**config.mk**
```make
export PLATFORM = sky130hd
export DESIGN_NAME = sync_fifo_flex
export DESIGN_NICKNAME = d
export VERILOG_FILES = /design/src/rtl/sync_fifo_flex.sv
export SDC_FILE = /design/constraint.sdc
export NUM_CORES = 1
export LEC_CHECK = 0
export CAP_MARGIN = 20
export CORE_MARGIN = 2
export CORE_UTILIZATION = 35
export CTS_CLUSTER_SIZE = 8
export DETAILED_ROUTE_END_ITERATION = 16
export SYNTH_ARGS = -nofsm -noshare
export SYNTH_HDL_FRONTEND = slang
export SYNTH_SLANG_ARGS = --single-unit
```
**constraint.sdc**
```tcl
create_clock -name i_clk -period 2.8 [get_ports i_clk]
set_clock_uncertainty 0.05 [all_clocks]
set_input_delay 0.56 -clock i_clk [delete_from_list [all_inputs] [get_ports i_clk]]
set_output_delay 0.56 -clock i_clk [all_outputs]
set_load 0.1 [all_outputs]
```
**src/rtl/sync_fifo_flex.sv**
```systemverilog
// Single-clock FIFO for any depth (non-power-of-two allowed). It has an occupancy count,
// almost-full/almost-empty thresholds, a synchronous flush, sticky overflow/underflow
// flags, and either a registered read or a first-word-fall-through read.
module sync_fifo_flex #(
   parameter int unsigned WIDTH     = 8,
   parameter int unsigned DEPTH     = 16,
   parameter int unsigned AF_THRESH = 12,
   parameter int unsigned AE_THRESH = 4,
   parameter int unsigned FWFT      = 0,
   localparam int unsigned CNT_W    = $clog2(DEPTH + 1)
) (
   input  logic             i_clk,
   input  logic             i_rst,
   input  logic             i_flush,
   input  logic             i_wr_en,
   input  logic [WIDTH-1:0] i_din,
   input  logic             i_rd_en,
   output logic [WIDTH-1:0] o_dout,
   output logic             o_dout_valid,
   output logic             o_full,
   output logic             o_empty,
   output logic             o_almost_full,
   output logic             o_almost_empty,
   output logic [CNT_W-1:0] o_count,
   output logic             o_overflow,
   output logic             o_underflow,
   input  logic             i_err_clr
);

   localparam int unsigned IDX_W = (DEPTH > 1) ? $clog2(DEPTH) : 1;

   // Reject parameter sets the flag and index logic cannot represent.
   if (DEPTH < 2) begin : g_bad_depth
      $error("sync_fifo_flex: DEPTH must be >= 2");
   end
   if (AF_THRESH < 1 || AF_THRESH > DEPTH) begin : g_bad_af
      $error("sync_fifo_flex: AF_THRESH must be in 1..DEPTH");
   end
   if (AE_THRESH > DEPTH - 1) begin : g_bad_ae
      $error("sync_fifo_flex: AE_THRESH must be in 0..DEPTH-1");
   end

   logic [WIDTH-1:0] r_mem [DEPTH];
   logic [IDX_W-1:0] r_wr_idx;
   logic [IDX_W-1:0] r_rd_idx;
   logic [CNT_W-1:0] r_count;
   logic             r_overflow;
   logic             r_underflow;

   logic w_full;
   logic w_empty;
   logic w_wa;
   logic w_ra;

   // Explicit wrap so that non-power-of-two depths never index past DEPTH-1.
   function automatic logic [IDX_W-1:0] next_idx(input logic [IDX_W-1:0] idx);
      return (idx == IDX_W'(DEPTH - 1)) ? '0 : idx + 1'b1;
   endfunction

   assign w_full  = (r_count == CNT_W'(DEPTH));
   assign w_empty = (r_count == '0);
   assign w_wa    = i_wr_en & ~w_full;
   assign w_ra    = i_rd_en & ~w_empty;

   assign o_full         = w_full;
   assign o_empty        = w_empty;
   assign o_almost_full  = (r_count >= CNT_W'(AF_THRESH));
   assign o_almost_empty = (r_count <= CNT_W'(AE_THRESH));
   assign o_count        = r_count;
   assign o_overflow     = r_overflow;
   assign o_underflow    = r_underflow;

   // Storage array: not reset, and written only by an accepted write outside reset/flush.
   always_ff @(posedge i_clk) begin
      if (!i_rst && !i_flush && w_wa) begin
         r_mem[r_wr_idx] <= i_din;
      end
   end

   // Indices and occupancy. Reset and flush both empty the FIFO.
   always_ff @(posedge i_clk) begin
      if (i_rst || i_flush) begin
         r_wr_idx <= '0;
         r_rd_idx <= '0;
         r_count  <= '0;
      end else begin
         if (w_wa) r_wr_idx <= next_idx(r_wr_idx);
         if (w_ra) r_rd_idx <= next_idx(r_rd_idx);
         if (w_wa && !w_ra) begin
            r_count <= r_count + 1'b1;
         end else if (w_ra && !w_wa) begin
            r_count <= r_count - 1'b1;
         end
      end
   end

   // Sticky error flags. A new error beats err_clr, and flush leaves the flags untouched.
   always_ff @(posedge i_clk) begin
      if (i_rst) begin
         r_overflow  <= 1'b0;
         r_underflow <= 1'b0;
      end else if (!i_flush) begin
         r_overflow  <= (i_wr_en & w_full) | (r_overflow & ~i_err_clr);
         r_underflow <= (i_rd_en & w_empty) | (r_underflow & ~i_err_clr);
      end
   end

   if (FWFT == 0) begin : g_reg_out
      logic [WIDTH-1:0] r_dout;
      logic             r_dout_valid;

      // Registered read: a pop loads the head word and raises valid for one cycle.
      always_ff @(posedge i_clk) begin
         if (i_rst) begin
            r_dout       <= '0;
            r_dout_valid <= 1'b0;
         end else if (i_flush) begin
            r_dout_valid <= 1'b0;
         end else if (w_ra) begin
            r_dout       <= r_mem[r_rd_idx];
            r_dout_valid <= 1'b1;
         end else begin
            r_dout_valid <= 1'b0;
         end
      end

      assign o_dout       = r_dout;
      assign o_dout_valid = r_dout_valid;
   end else begin : g_fwft_out
      // Head word is visible whenever the FIFO holds data. A pop consumes it.
      assign o_dout       = r_mem[r_rd_idx];
      assign o_dout_valid = ~w_empty;
   end

endmodule

```
# [Word level (Yosys, flattened, before mapping)]
# Memory sizes are Yosys's and may differ from the RTL's. A register that Yosys moved wholly into a read port is not among the register bits.
# Index checks and enable logic that the tools add are counted.
[totals] register_bits=16 latchBits=0 ram_bits=128 mem_bits_ro=0 word_cells=48 mem_count=1
[mem_list] name="r_mem" depth=16 word_bits=8 read_ports=1 rd_ports_with_merged_regs=1 write_ports=1 line_no="43" rtl="logic [WIDTH-1:0] r_mem [DEPTH];"
[classes] addsub=4 n_mul=0 div=0 magnitude_cmp=2 n_eq_ne=3 shifts=0 muxes=7 bitwise_logic=12 reduce_logical=13
[op_table] cell="2-to-1 mux 5 bit" count=2
[op_table] cell="adder 4 x 1 -> 4 bit, second input constant" count=2
[op_table] cell="equality test 4 bit, second input constant" count=2
[op_table] cell="2-to-1 mux 4 bit" count=2
[op_table] cell="AND 1 bit" count=6
[op_table] cell="adder 5 x 1 -> 5 bit, second input constant" count=1
[op_table] cell="equality test 5 bit, second input constant" count=1
[op_table] cell=">= comparator 5 x 4 -> 1 bit, second input constant" count=1
[op_table] cell="less-or-equal comparator 5 x 3 -> 1 bit, second input constant" count=1
[op_table] cell="zero test 5 bit" count=1
[op_table] cell="subtractor 5 x 1 -> 5 bit, second input constant" count=1
[op_table] cell="logical AND 1 bit" count=4
[op_table] cell="zero test 1 bit" count=4
[op_table] cell="inverter 1 bit" count=4
[op_table] cell="2-to-1 mux 1 bit" count=3
[op_table] cell="bitwise OR 1 bit" count=2
[op_table] cell="AND reduction 2 bit" count=1
[op_table] cell="nonzero test 2 bit" count=1
[op_table] cell="OR reduction 2 bit" count=1
[op_table] cell="logical OR 1 bit" count=1

# [Depth between registers and ports, before layout]
[depth] depth_word=7 depth_mapped=11

# [Worst setup path after synthesis]
# OpenSTA, ideal clock, no wires.
[synth_path] kind="reg-to-output" startpoint="register r_count[1], in the netlist o_count[1]" endpoint="output port o_almost_empty" t_arrival_ns=3.031 required_ns=2.190 slack_ns=-0.841 stages_incl_launch_ff=3 n_path_buf=0 path_cell_list="dfxtp_1 -> o21a_1 -> nor3_1"
[synth_via] elab_chain_len=1
[synth_rtl] item="start: declaration" line_no="46" rtl="logic [CNT_W-1:0] r_count;"
[synth_rtl] item="start signal: assignment" line_no="90" rtl="r_count <= r_count + 1'b1;"
[synth_rtl] item="start signal: assignment" line_no="92" rtl="r_count <= r_count - 1'b1;"
[synth_rtl] item="less-or-equal comparator 5 x 3 -> 1 bit" line_no="68" rtl="assign o_almost_empty = (r_count <= CNT_W'(AE_THRESH));"
[synth_rtl] item="end: declaration" line_no="23" rtl="output logic o_almost_empty,"
# Every way passes these cells.

# [Final worst setup path]
[layout_path] startpoint="register r_count[1], in the netlist o_count[1]" endpoint="register r_count[4], in the netlist o_count[4]"
[layout_via] elab_chain_len=6 elab_cells_between_ends=15 classes_between="2 x add/sub; 1 x eq/ne; 2 x mux; 4 x bitwise; 6 x reduce/logical"
[layout_rtl] item="parallel branches: the longest is 6 deep, another holds subtractor 5 x 1 -> 5 bit"
# Several ways; the timed one is not identified. The select of a mux whose other input is x is not followed.
# A chain may end at the register's enable or synchronous reset.

==> impl_metrics.csv <==
group,metric,value,unit
routing,ant_nets,0,
sta,period_needed,2.724,ns
routing,drt-initial-drc-count,248,
place,dp_cells,662,
clock_network,cts_tree,"yes",
clock_network,cts_buffers,17,
power_and_ir_drop,vdd_drop_max,709.3,µV
logic_synthesis,synthTopCellsByArea,"edfxtp_1, dfxtp_1, mux4_2, mux2i_1, nor2_1",
sta,max_freq,367.1,MHz
place,place_area,6975,µm²
worst_setup_path,critPathKind,"register to register",
clock_network,cts-htree-levels,4,
routing,vias,3461,
global_routing,grtUsageTotal,0.1532,
worst_setup_path,cp-end-kind,"register",
clock_network,hold_buffers,0,
sta,rsz0062_at_grt,"no",
clock_network,cts_setup_buffers,0,
place,numPortBuffers,33,
place,routabilityCongestion,0.7773,
sta,slew_headroom,0.5473,
sta,fin_tns_setup,0,ns
job,maxCapViolCount,0,
logic_synthesis,ys_warn_count,0,
power_and_ir_drop,pwr-share-clk,0.367,
floorplan,chipHeight,136.8,µm
finish,diodes,0,
routing,wire_per_inst,18.67,µm
finish,drive_above_1_share,0.2708,
logic_synthesis,synth_nets,412,
place,dpl.hpwl,8887,µm
logic_synthesis,synth_top_area_cell,"edfxtp_1",
power_and_ir_drop,netSwitchingFraction,0.2979,
logic_synthesis,syn_area,6176,µm²
sta,tightest_slew,0.6781,ns
finish,finalNetCount,481,
clock_network,cts_resized,0,
floorplan,fp.coreArea,17300,µm²
routing,first_pass_iters,5,
power_and_ir_drop,p_leak,2.437,nW
clock_network,clk_path_buf_depth,2,
clock_network,clk_pin_slew,0.06,ns
clock_network,clk-insertion-delay-late,0.42,ns
clock_network,cts_root_buffer,"clkbuf_16",
clock_network,cts_sinks,152,
global_routing,antenna_found_initial,0,
floorplan,io_pins,34,
finish,syn_to_final_growth,22.33,%
worst_setup_path,crit_path_start_kind,"register",
worst_hold_path,hp-class,"register to register",
logic_synthesis,synthCells,387,
worst_setup_path,cp.arrival,3.04,ns
finish,design_area,7555,µm²
routing,viasPerCell,4.987,
logic_synthesis,synth_top_area_share,0.6224,
sta,fin_crit_sh,0.9728,
global_routing,grt_overflow,0,
logic_synthesis,ys_ff_latch,152,
status,status,"completed",
logic_synthesis,yosys.cell_types.count,44,
floorplan,die_w,136.8,µm
floorplan,design.die.area,18720,µm²
sta,finalSetupViolations,0,
global_routing,grt_pass1_vias,3660,
worst_setup_path,critPathRequiredTime,3.11,ns
power_and_ir_drop,power.switching,0.001802,W
sta,finalHoldViolations,0,
worst_setup_path,cp_max_fo,7,
logic_synthesis,ys_seq_area_frac,0.7002,
routing,totalWireLength,12960,µm
global_routing,grt_pass1_wl,20740,µm
power_and_ir_drop,internal_power,0.004246,W
routing,drcViolationCount,0,
finish,layout.cells.non_filler,694,
global_routing,grt_max_degree,20,
power_and_ir_drop,pwr-share-comb,0.208,
power_and_ir_drop,powerDensity,800.6,nW/µm²
logic_synthesis,avgSynthCellArea,15.96,µm²
floorplan,fp-row-count,48,
floorplan,start_util,0.3571,
power_and_ir_drop,seqPwrFrac,0.425,
sta,slew_viol_final,0,
## power groups by stage
stage          Combinational [W]  Sequential [W]  Clock [W]
5_1_grt                  0.00133         0.00258    0.00236
3_3_place_gp             0.00124         0.00262          0
6_report                 0.00126         0.00257    0.00222
2_1_floorplan           0.000627         0.00290          0
3_5_place_dp             0.00126         0.00262          0
4_1_cts                  0.00126         0.00257    0.00226
## per-stage QoR
step,hold WS [ns],power [W],setup WS (ns),utilization
3_5_place_dp,0.4055,0.003883,-0.1416,0.4033
4_1_cts,0.4133,0.006099,0.07388,0.4368
2_1_floorplan,0.5326,0.003528,-0.02171,-
3_3_place_gp,0.3927,0.003861,-0.1109,0.4033
5_1_grt,0.4292,0.006268,0.005425,0.4368
6_report,0.4105,0.006048,0.07609,0.4368
## synthesized netlist by cell type, drive strengths merged
master,instances
nand3b,2
or3b,1
nand2b,2
mux2i,33
o22ai,16
ha,10
edfxtp,128
nand3,7
fa,1
a21boi,1
nor2,40
nor3,6
a311oi,9
xnor2,1
a41oi,1
a21oi,11
a21o,1
buf,13
nor4,2
a211oi,8
a31o,1
or4,2
a32oi,1
xor2,4
or3,1
nor2b,3
mux4,16
o21a,3
or2,1
inv,7
nand2,19
clkbuf,5
a31oi,1
o21ai,3
dfxtp,24
and2,3
## cell families after synthesis
| kind of cell | count (synthesis) | synth area share |
|---|---|---|
| AND/OR/NAND/NOR | 89 | 0.06665 |
| multiplexers | 49 | 0.1118 |
| AO/OA/AOI/OAI | 56 | 0.06969 |
| buffers and inverters | 25 | 0.02107 |
| flip-flops | 152 | 0.7002 |
| XOR/XNOR | 5 | 0.007090 |
| adder cells (fa/ha/maj) | 11 | 0.02350 |
## area by class of cell
type / instances / area [µm²]
Timing Repair Buffer: 68 / 555.5
Multi-Input combinational cell: 210 / 1763
Fill cell: 1560 / 9742
Clock buffer: 18 / 429.2
Inverter: 7 / 33.78
Sequential cell: 152 / 4342
Tap cell: 225 / 281.5
Clock inverter: 14 / 150.1
## state kept, by name (all words and copies together), names as in the netlist
signal        flops
o_count           5
o_dout            8
r_rd_idx          4
o_overflow        1
r_wr_idx          4
o_underflow       1
o_dout_valid      1
r_mem           128
## cells in the final DEF (no fill, tap or decap), types with 2 or more instances in the layout
cell type,Yosys,layout
a211oi_1,8,7
a21oi_1,11,11
a311oi_1,2,2
a311oi_2,7,7
and2_1,3,3
buf_4,3,54
bufinv_16,0,2
clkbuf_16,0,17
clkdlybuf4s50_1,0,13
clkinv_2,0,2
clkinv_4,0,4
clkinvlp_4,0,2
dfxtp_1,24,18
dfxtp_2,0,2
dfxtp_4,0,4
edfxtp_1,128,128
ha_1,10,8
ha_4,0,2
inv_1,6,5
inv_6,1,4
mux2i_1,33,33
mux4_2,16,16
nand2_1,19,19
nand2b_1,2,2
nand3_1,7,7
nand3b_1,2,2
nor2_1,39,38
nor2b_1,3,3
nor3_1,6,5
nor4_1,2,2
o21a_1,2,2
o21ai_0,3,3
o22ai_1,16,16
or4_4,1,2
xor2_1,4,4
## metal layers
layer	part of all wire	up-vias	GRT usage	routed length (µm)
li1	-	1650	-	-
met1	0.44	1720	0.1995	5666
met2	0.50	81	0.2511	6463
met3	0.051	10	0.03593	662
met4	0.013	0	0.05556	168
met5	0	-	0	0
## critical path, stage by stage, from the launching register on
cell and delay [ns]:
dfxtp_4 0.37, or4_4 0.53, o21a_4 0.23, inv_6 0.05
ha_4 0.14, inv_4 0.05, ha_4 0.21, nor2b_1 0.12
o21a_1 0.18, or4_4 0.42, a211oi_2 0.19, a31o_2 0.12
## final timing paths
| check | startpoint | endpoint | slack (ns) | depth (start not counted) |
|---|---|---|---|---|
| worst max-delay path | o_count[1] | o_count[4] | 0.08 | 11 |
| worst min-delay path | o_overflow | o_overflow | 0.41 | 2 |
| worst max register to register | o_count[1] | o_count[4] | 0.08 | 11 |
| worst min register to register | o_overflow | o_overflow | 0.41 | 2 |
Note: power is estimated with default switching activity, not from simulation.
